[src/rtl/bingame_pkg.sv]
// Shared types and constants for the binary-counting game round controller.
package bingame_pkg;

    typedef enum logic [1:0] {
        IDLE   = 2'd0,
        WAIT   = 2'd1,
        RESULT = 2'd2
    } state_t;

    localparam int         LFSR_W    = 8;
    localparam logic [7:0] LFSR_TAPS = 8'hB8;   // x^8+x^6+x^5+x^4+1, Galois right-shift form
    localparam logic [3:0] SCORE_MAX = 4'd15;
    localparam int         TIMER_W   = 24;

    // One step of the Galois LFSR; a nonzero state never maps to zero.
    function automatic logic [LFSR_W-1:0] lfsr_step(input logic [LFSR_W-1:0] s);
        return s[0] ? ((s >> 1) ^ LFSR_TAPS) : (s >> 1);
    endfunction

endpackage

[src/rtl/bingame_debounce.sv]
// Button conditioning: 2-flop synchroniser, stability counter, accepted level
// and a one-cycle pulse on each accepted press.
// The synchroniser resets to 1 so a button held through reset release looks
// pressed; the pulse is only armed after a released level has been observed.
module bingame_debounce #(
    parameter int DEB_CYCLES = 4
) (
    input  logic clk,
    input  logic rst_n,
    input  logic ena,
    input  logic raw,
    output logic pulse
);

    localparam logic [15:0] CNT_LAST = 16'(DEB_CYCLES - 1);

    logic        sync1;
    logic        sync2;
    logic        level;
    logic        armed;
    logic        pulse_q;
    logic [15:0] cnt;
    logic        flip;

    assign flip  = (sync2 != level) && (cnt == CNT_LAST);
    assign pulse = pulse_q & ena;

    // Synchronise, count stable disagreeing samples, flip level, emit pulse.
    always_ff @(posedge clk or negedge rst_n) begin
        if (!rst_n) begin
            sync1   <= 1'b1;
            sync2   <= 1'b1;
            level   <= 1'b0;
            armed   <= 1'b0;
            pulse_q <= 1'b0;
            cnt     <= 16'd0;
        end else if (ena) begin
            sync1   <= raw;
            sync2   <= sync1;
            pulse_q <= flip && !level && armed;
            if (!sync2)
                armed <= 1'b1;
            if (sync2 == level) begin
                cnt <= 16'd0;
            end else if (flip) begin
                level <= ~level;
                cnt   <= 16'd0;
            end else begin
                cnt <= cnt + 16'd1;
            end
        end
    end

endmodule

[src/rtl/bingame_round_ctrl.sv]
// Game-round controller: debounced start/submit, LFSR target generation,
// answer judging and saturating streak score.
// Optional round timeout compiled in with `define BINGAME_TIMEOUT_EN.
module bingame_round_ctrl
    import bingame_pkg::*;
#(
    parameter int         DEB_CYCLES   = 4,
    parameter int         ROUND_CYCLES = 1000,
    parameter logic [7:0] LFSR_SEED    = 8'hA5
) (
    input  logic       clk,
    input  logic       rst_n,
    input  logic       ena,
    input  logic [7:0] sw,
    input  logic       btn_start,
    input  logic       btn_submit,
    output logic [7:0] target,
    output logic [3:0] score,
    output logic       led_ok,
    output logic       led_fail,
    output logic       timeout,
    output logic       busy
);

    if (DEB_CYCLES < 1 || DEB_CYCLES > 65535 || ROUND_CYCLES < 2 ||
        ROUND_CYCLES > 24'hFFFFFF || LFSR_SEED == 8'd0) begin : g_bad_param
        $error("bingame_round_ctrl: parameter out of range");
    end

    logic        start_p;
    logic        submit_p;
    logic [7:0]  lfsr;
    state_t      state;
    state_t      state_nxt;
    logic [7:0]  target_nxt;
    logic [3:0]  score_nxt;
    logic        ok_nxt;
    logic        fail_nxt;
    logic        expired;

    bingame_debounce #(.DEB_CYCLES(DEB_CYCLES)) u_deb_start (
        .clk   (clk),
        .rst_n (rst_n),
        .ena   (ena),
        .raw   (btn_start),
        .pulse (start_p)
    );

    bingame_debounce #(.DEB_CYCLES(DEB_CYCLES)) u_deb_submit (
        .clk   (clk),
        .rst_n (rst_n),
        .ena   (ena),
        .raw   (btn_submit),
        .pulse (submit_p)
    );

    // Free-running target source, advances every enabled cycle.
    always_ff @(posedge clk or negedge rst_n) begin
        if (!rst_n)
            lfsr <= LFSR_SEED;
        else if (ena)
            lfsr <= lfsr_step(lfsr);
    end

`ifdef BINGAME_TIMEOUT_EN
    localparam logic [TIMER_W-1:0] TIMER_LAST = TIMER_W'(ROUND_CYCLES - 1);

    logic [TIMER_W-1:0] timer;
    logic               timeout_q;

    assign expired = (state == WAIT) && (timer == TIMER_LAST);
    assign timeout = timeout_q;

    // Round timer: zero outside WAIT, so it starts from 0 on every entry.
    always_ff @(posedge clk or negedge rst_n) begin
        if (!rst_n)
            timer <= '0;
        else if (ena)
            timer <= (state == WAIT) ? timer + 1'b1 : '0;
    end

    // Timeout flag: set on expiry without a submit, cleared by a new round.
    always_ff @(posedge clk or negedge rst_n) begin
        if (!rst_n)
            timeout_q <= 1'b0;
        else if (ena) begin
            if (state != WAIT && start_p)
                timeout_q <= 1'b0;
            else if (expired && !submit_p)
                timeout_q <= 1'b1;
        end
    end
`else
    assign expired = 1'b0;
    assign timeout = 1'b0;
`endif

    assign busy = (state == WAIT);

    // FSM and result registers.
    always_ff @(posedge clk or negedge rst_n) begin
        if (!rst_n) begin
            state    <= IDLE;
            target   <= 8'd0;
            score    <= 4'd0;
            led_ok   <= 1'b0;
            led_fail <= 1'b0;
        end else begin
            state    <= state_nxt;
            target   <= target_nxt;
            score    <= score_nxt;
            led_ok   <= ok_nxt;
            led_fail <= fail_nxt;
        end
    end

    // Next-state: start opens a round, submit (or expiry) judges it.
    always_comb begin
        state_nxt  = state;
        target_nxt = target;
        score_nxt  = score;
        ok_nxt     = led_ok;
        fail_nxt   = led_fail;
        if (ena) begin
            case (state)
                IDLE, RESULT: begin
                    if (start_p) begin
                        state_nxt  = WAIT;
                        target_nxt = lfsr;
                        ok_nxt     = 1'b0;
                        fail_nxt   = 1'b0;
                    end
                end
                WAIT: begin
                    if (submit_p) begin
                        state_nxt = RESULT;
                        if (sw == target) begin
                            score_nxt = (score == SCORE_MAX) ? score : score + 4'd1;
                            ok_nxt    = 1'b1;
                        end else begin
                            score_nxt = 4'd0;
                            fail_nxt  = 1'b1;
                        end
                    end else if (expired) begin
                        state_nxt = RESULT;
                        score_nxt = 4'd0;
                        fail_nxt  = 1'b1;
                    end
                end
                default: state_nxt = IDLE;
            endcase
        end
    end

endmodule

[config.mk]
export PLATFORM = sky130hd
export DESIGN_NAME = bingame_round_ctrl
export DESIGN_NICKNAME = d
export VERILOG_FILES = /design/src/rtl/bingame_pkg.sv /design/src/rtl/bingame_debounce.sv /design/src/rtl/bingame_round_ctrl.sv
export SDC_FILE = /design/constraint.sdc
export NUM_CORES = 1
export LEC_CHECK = 0
export ABC_AREA = 1
export BUFFER_PORTS_ARGS = -buffer_cell sky130_fd_sc_hd__buf_2
export CAP_MARGIN = 40
export CORE_MARGIN = 2
export CORE_UTILIZATION = 50
export DETAILED_ROUTE_END_ITERATION = 6
export PLACE_DENSITY = 0.68
export SYNTH_ARGS = -nofsm -noshare
export SYNTH_HDL_FRONTEND = slang
export SYNTH_HIERARCHICAL = 1
export SYNTH_SLANG_ARGS = --single-unit
[constraint.sdc]
create_clock -name clk -period 1.65 [get_ports clk]
set_clock_uncertainty 0.15 [all_clocks]
set_input_delay 0.165 -clock clk [delete_from_list [all_inputs] [get_ports clk]]
set_output_delay 0.165 -clock clk [all_outputs]
set_load 0.02 [all_outputs]
======== After elaboration in Yosys (flattened, before gate mapping) ========
Index checks and enable logic that the tools add are counted.
storage, ports and cells
  bits in writable memories ............... 0
  memory bits (read-only) ................. 0
  latch bits .............................. 0
  register bits after elaboration ......... 66
  word-level logic and storage cells ...... 82
  memories kept ........................... 0
  output and inout port bits .............. 16
  input bits .............................. 13
cells by class
  eq/ne operators ......................... 15
  $mul .................................... 0
  shifts and indexed selects .............. 0
  bitwise gates (word level) .............. 9
  muxes and demuxes ....................... 17
  reduce and logical (&&, ||, !) cells .... 20
  div/mod/pow operators ................... 0
  magnitude comparators ................... 0
  add/sub/neg operators ................... 3
operators with widths
  operator                                                           number
  16-bit two-way mux                                                 4
  16-bit by 1-bit adder with 16-bit output (second input constant)   2
  16-bit by 2-bit == test with 1-bit output (second input constant)  2
  3-bit AND reduction                                                4
  5-bit AND reduction                                                2
  8-bit == test                                                      1
  4-bit two-way mux                                                  2
  8-bit two-way mux                                                  1
  1-bit logical AND                                                  6
  2-bit != test (second input constant)                              3
  1-bit inverter                                                     6
  1-bit two-way mux                                                  5
  4-bit by 1-bit adder with 4-bit output (second input constant)     1
  4-bit == test (second input constant)                              1
  2-bit two-way mux                                                  2
  2-bit by 1-bit != test with 1-bit output (second input constant)   2
  3-bit inverter with 4-bit output                                   1
  1-bit case mux with 2 select lines                                 2
  2-bit case mux with 2 select lines                                 1
  2-bit AND reduction                                                2
  4-bit AND reduction                                                1
  1-bit bitwise AND                                                  2
  1-bit == test                                                      2
  2-bit by 1-bit == test with 1-bit output (second input constant)   1
  6 further kinds                                                    8

======== Depth between registers and ports, before layout ========
  depth after elaboration ................. 4
  mapped depth ............................ 10
  mapped depth without buffers ............ 10

======== Modules after synthesis ========
Netlist, hierarchy kept.
by module, submodules not included
  module                            cells each  times used  area an instance (µm²)  seq. area each (µm²)
  bingame_round_ctrl                171         1           1298.7                  605.6
  bingame_debounce at u_deb_start   177         1           1268.7                  528.0
  bingame_debounce at u_deb_submit  173         1           1265.0                  528.0

======== Worst setup path before layout ========
OpenSTA, ideal clock, no wires.
  kind .................................... reg-to-reg
  start ................................... register state[1]
  end ..................................... register state[0]
  setup time .............................. 0.121 ns
  stages on the path, launching flop included .. 10
  clock period less this slack ............ 1.495 ns
  path slack .............................. 0.155 ns
  required time ........................... 1.379 ns
  path buffers ............................ 1
  arrival time ............................ 1.224 ns
  cell sequence ........................... dfrtp_1 > inv_1 > nand2_2 > clkinv_2 > nand2_2 > o211ai_4 > nor2_8 > buf_6 > a21oi_1 > nand2_1
between the ends
  elaborated cells between the ends (all ways) .. 8
  classes of those cells .................. eq/ne (4); mux (1); reduce/logical (3)
RTL lines
  item                                                line                       RTL
  start, declared                                     bingame_round_ctrl.sv:33   state_t state;
  start signal, assigned                              bingame_round_ctrl.sv:109  state <= state_nxt;
  2-bit by 1-bit == test with 1-bit output *          -
  net busy                                            bingame_round_ctrl.sv:22   output logic busy
  2-bit by 1-bit != test with 1-bit output (no line)  -
  3-bit AND reduction (no line)                       -
Mark *: on every way through the listed nets, which the timed path passes. The rest lies on a longest branch.
A chain may end at the register's enable or synchronous reset.

======== Worst setup path after layout ========
  start ................................... register u_deb_submit.cnt[0]
  end ..................................... register u_deb_submit.cnt[13]
between the ends
  longest elaborated chain between the ends .. 4
  elaborated cells between the ends (all ways) .. 5
  classes of those cells .................. add/sub (1); eq/ne (1); mux (2); reduce/logical (1)
RTL lines
  item                                                                                              line                    RTL
  start, declared                                                                                   bingame_debounce.sv:22  logic [15:0] cnt;
  start signal, assigned                                                                            bingame_debounce.sv:49  cnt <= cnt + 16'd1;
  parallel branches: the longest is 2 deep, another holds 16-bit by 1-bit adder with 16-bit output  -
  16-bit two-way mux *                                                                              bingame_debounce.sv:45  end else if (flip) begin
  16-bit two-way mux *                                                                              bingame_debounce.sv:43  if (sync2 == level) begin
Every way passes the cells marked *.

==> run metrics <==
fmax 0.6466 GHz; first-pass GRT wire length 13.42 mm; vias in the first global route 3070; Place WS 0.008676 ns; drt via density 4.920; Post-Syn Area 3832 um^2; Max-Cap Viols 0; most frequent cells in the layout nand2_1 (201), inv_1 (60), dfrtp_1 (58), nor2_1 (38), nand3_1 (37); post-route ant nets 0; post-layout util 0.6153; largest fanout on the critical path 5; CP startpoint kind flop; Yosys top cell by area dfrtp_1; Initial Util 0.5228; TritonCTS buffer count 9; initial DRC count 142; Worst Path Required 1.77 ns; I/O pins 29; R2R setup slack 0.10 ns; slowest stage delay, CP 0.39 ns; dpl hpwl 5.328 mm; drt pass-1 iters 4; outcome finished, final reports clean; Final GP Congestion 0.8089; Die X 91.55 um; worst path cell trace ha_1 -> inv_1 -> nor2_1 -> nand2_1 -> nor2_4 -> a21oi_2 -> nand3_1 -> nand2_1; share of the synthesized area in the top cell type 0.3787; largest net degree at the start of global routing 67; register area share after synthesis 0.4336; antenna diode count 0; Area Growth Syn to Fin 17.70%; Worst Hold End led_ok; Setup Viol. Count Final 0; Die Y-Extent 91.55 um; Final Max Tran Viols 0; CTS max path bufs 2; Post-Syn Instances 521; root buffer cell clkbuf_8; Final Total Pwr 5.508 mW; Max IR drop VDD 0.5922 mV; CTS tree yes; Critical Path AT 1.67 ns; CP Capture Type flop; worst hold stages 8; Core ar. 7331 um^2; Final nets 587; die area 8381 um^2; H-tree levels 3; total number of vias 3321; initial antenna violation count 0; Hold WS 0.1935 ns; CP most frequent cell nand2_1; row count 31; Hold Crit Class in -> reg; CP max stage cell dfrtp_1; Worst Slack Setup Final 0.1035 ns; P per Cell Area 1221 nW/um^2; dominant cells by area after synthesis dfrtp_1 (38%), nand2_1 (20%), inv_1 (6.0%); drt drc 0; Crit Path Class reg -> reg; share of layout cells above drive strength 1 0.1840; Hold Startpoint sw[3]; Synth Register Bits 66; Final TNS setup 0 ns; Final Hold Viols 0; most common cell after layout, fill and taps aside nand2_1; Worst R2R Path Depth 8; syn_nets 537; clock sinks 66; Wirelength per Cell 11.58 um; PortBufs 27; clk_lat worst skew 0.34 ns; minimum clock period 1.547 ns; Ys Warns 6; Clock Pin Slew Worst Setup and Hold Paths 0.08 ns; Reg-to-Reg End u_deb_submit/cnt[13]; Crit path max-delay family flip-flops; Yosys cell types 34; gr ovfl total 0; r2r startpoint u_deb_submit/cnt[0]; CP bufs+invs 1; Leakage Power 2.303 nW; RSZ-0062 raised after global routing false; Detailed Route WL 7.818 mm; Mapped Avg Cell Area 7.356 um^2; final worst-path cycle share 0.9373; GR Util All Layers 0.1960
-- synthesized netlist by cell type (all sizes together) --
cell / instances
a21o: 3
a21oi: 5
and2: 1
buf: 7
clkbuf: 2
clkinv: 2
conb: 1
dfrtp: 58
dfstp: 8
ha: 3
inv: 63
nand2: 208
nand3: 42
nand4: 9
nor2: 55
nor3: 1
o211ai: 1
o21ai: 25
o21bai: 9
o22ai: 3
xnor2: 7
xor2: 8
-- what timing repair did --
item                       4_1_cts  5_1_grt
hold buffers                     5        0
setup buffers                    1        2
setup endpoints to repair        2       34
hold endpoints to repair        70        0
pin swaps                        1        6
cloned                           0        4
gates resized for setup          0       13
-- registers in the layout, indices dropped and copies added, names as in the netlist --
name / count
u_deb_submit/sync1: 1
u_deb_submit/sync2: 1
state: 2
u_deb_submit/cnt: 16
u_deb_submit/level: 1
u_deb_start/sync1: 1
led_fail: 1
led_ok: 1
u_deb_start/cnt: 16
u_deb_submit/armed: 1
target: 8
u_deb_start/pulse_q: 1
u_deb_start/sync2: 1
score: 4
u_deb_start/armed: 1
u_deb_submit/pulse_q: 1
lfsr: 8
u_deb_start/level: 1
-- worst register-to-register path, stage by stage (launching register included) --
cell	delay, ns
dfrtp_1	0.39
ha_1	0.22
inv_1	0.08
nor2_1	0.04
nand2_1	0.10
nor2_4	0.07
a21oi_2	0.26
nand3_1	0.11
nand2_1	0.07
-- cells by family after synthesis --
logic type / after synthesis / share of synthesized area
XOR/XNOR: 15 / 0.03428
AND/OR/NAND/NOR: 316 / 0.3624
other: 1 / 0.0009785
AO/OA/AOI/OAI: 46 / 0.07999
buffers and inverters: 74 / 0.07901
adder cells (fa/ha/maj): 3 / 0.009795
flip-flops: 66 / 0.4336
-- layer usage --
layer / part of all wire / track usage
met1: 0.48 / 0.2557
met2: 0.47 / 0.3290
met3: 0.036 / 0.03651
met4: 0.011 / 0.06187
met5: 0 / 0
-- worst max-delay path by stage --
stage	from	endpoint	slack, ns	depth (start not counted)
floorplan	state[1]	state[0]	0.15	9
global placement	u_deb_start/cnt[0]	u_deb_start/cnt[9]	0.04	6
detailed placement	u_deb_start/cnt[0]	u_deb_start/cnt[3]	0.009	6
CTS	ena	target[0]	0.02	9
global route	u_deb_submit/cnt[0]	u_deb_submit/cnt[8]	0.001	8
finish	u_deb_submit/cnt[0]	u_deb_submit/cnt[13]	0.10	8
-- through the flow --
step                      std cells  instance area, um^2
after floorplan                 521                 3832
after global placement          647                 4114
after detailed placement        647                 4114
after CTS                       669                 4427
after global routing            675                 4511
final                           675                 4511
-- area by class of cell --
cell class / count / area, um^2
inverters: 65 / 249.0
flip-flops and latches: 66 / 1662
multi-input cells: 385 / 1927
fillers: 647 / 2820
clock buffers: 10 / 127.6
well taps: 99 / 123.9
repair buffers: 44 / 306.5
clock inverters: 6 / 115.1
-- report_power, final --
part / switching [mW] / internal [mW]
logic: 1.05 / 0.588
registers: 0.254 / 1.96
clock network: 0.646 / 1.01
total: 1.95 / 3.56
Power figures use the tool's default switching activity.
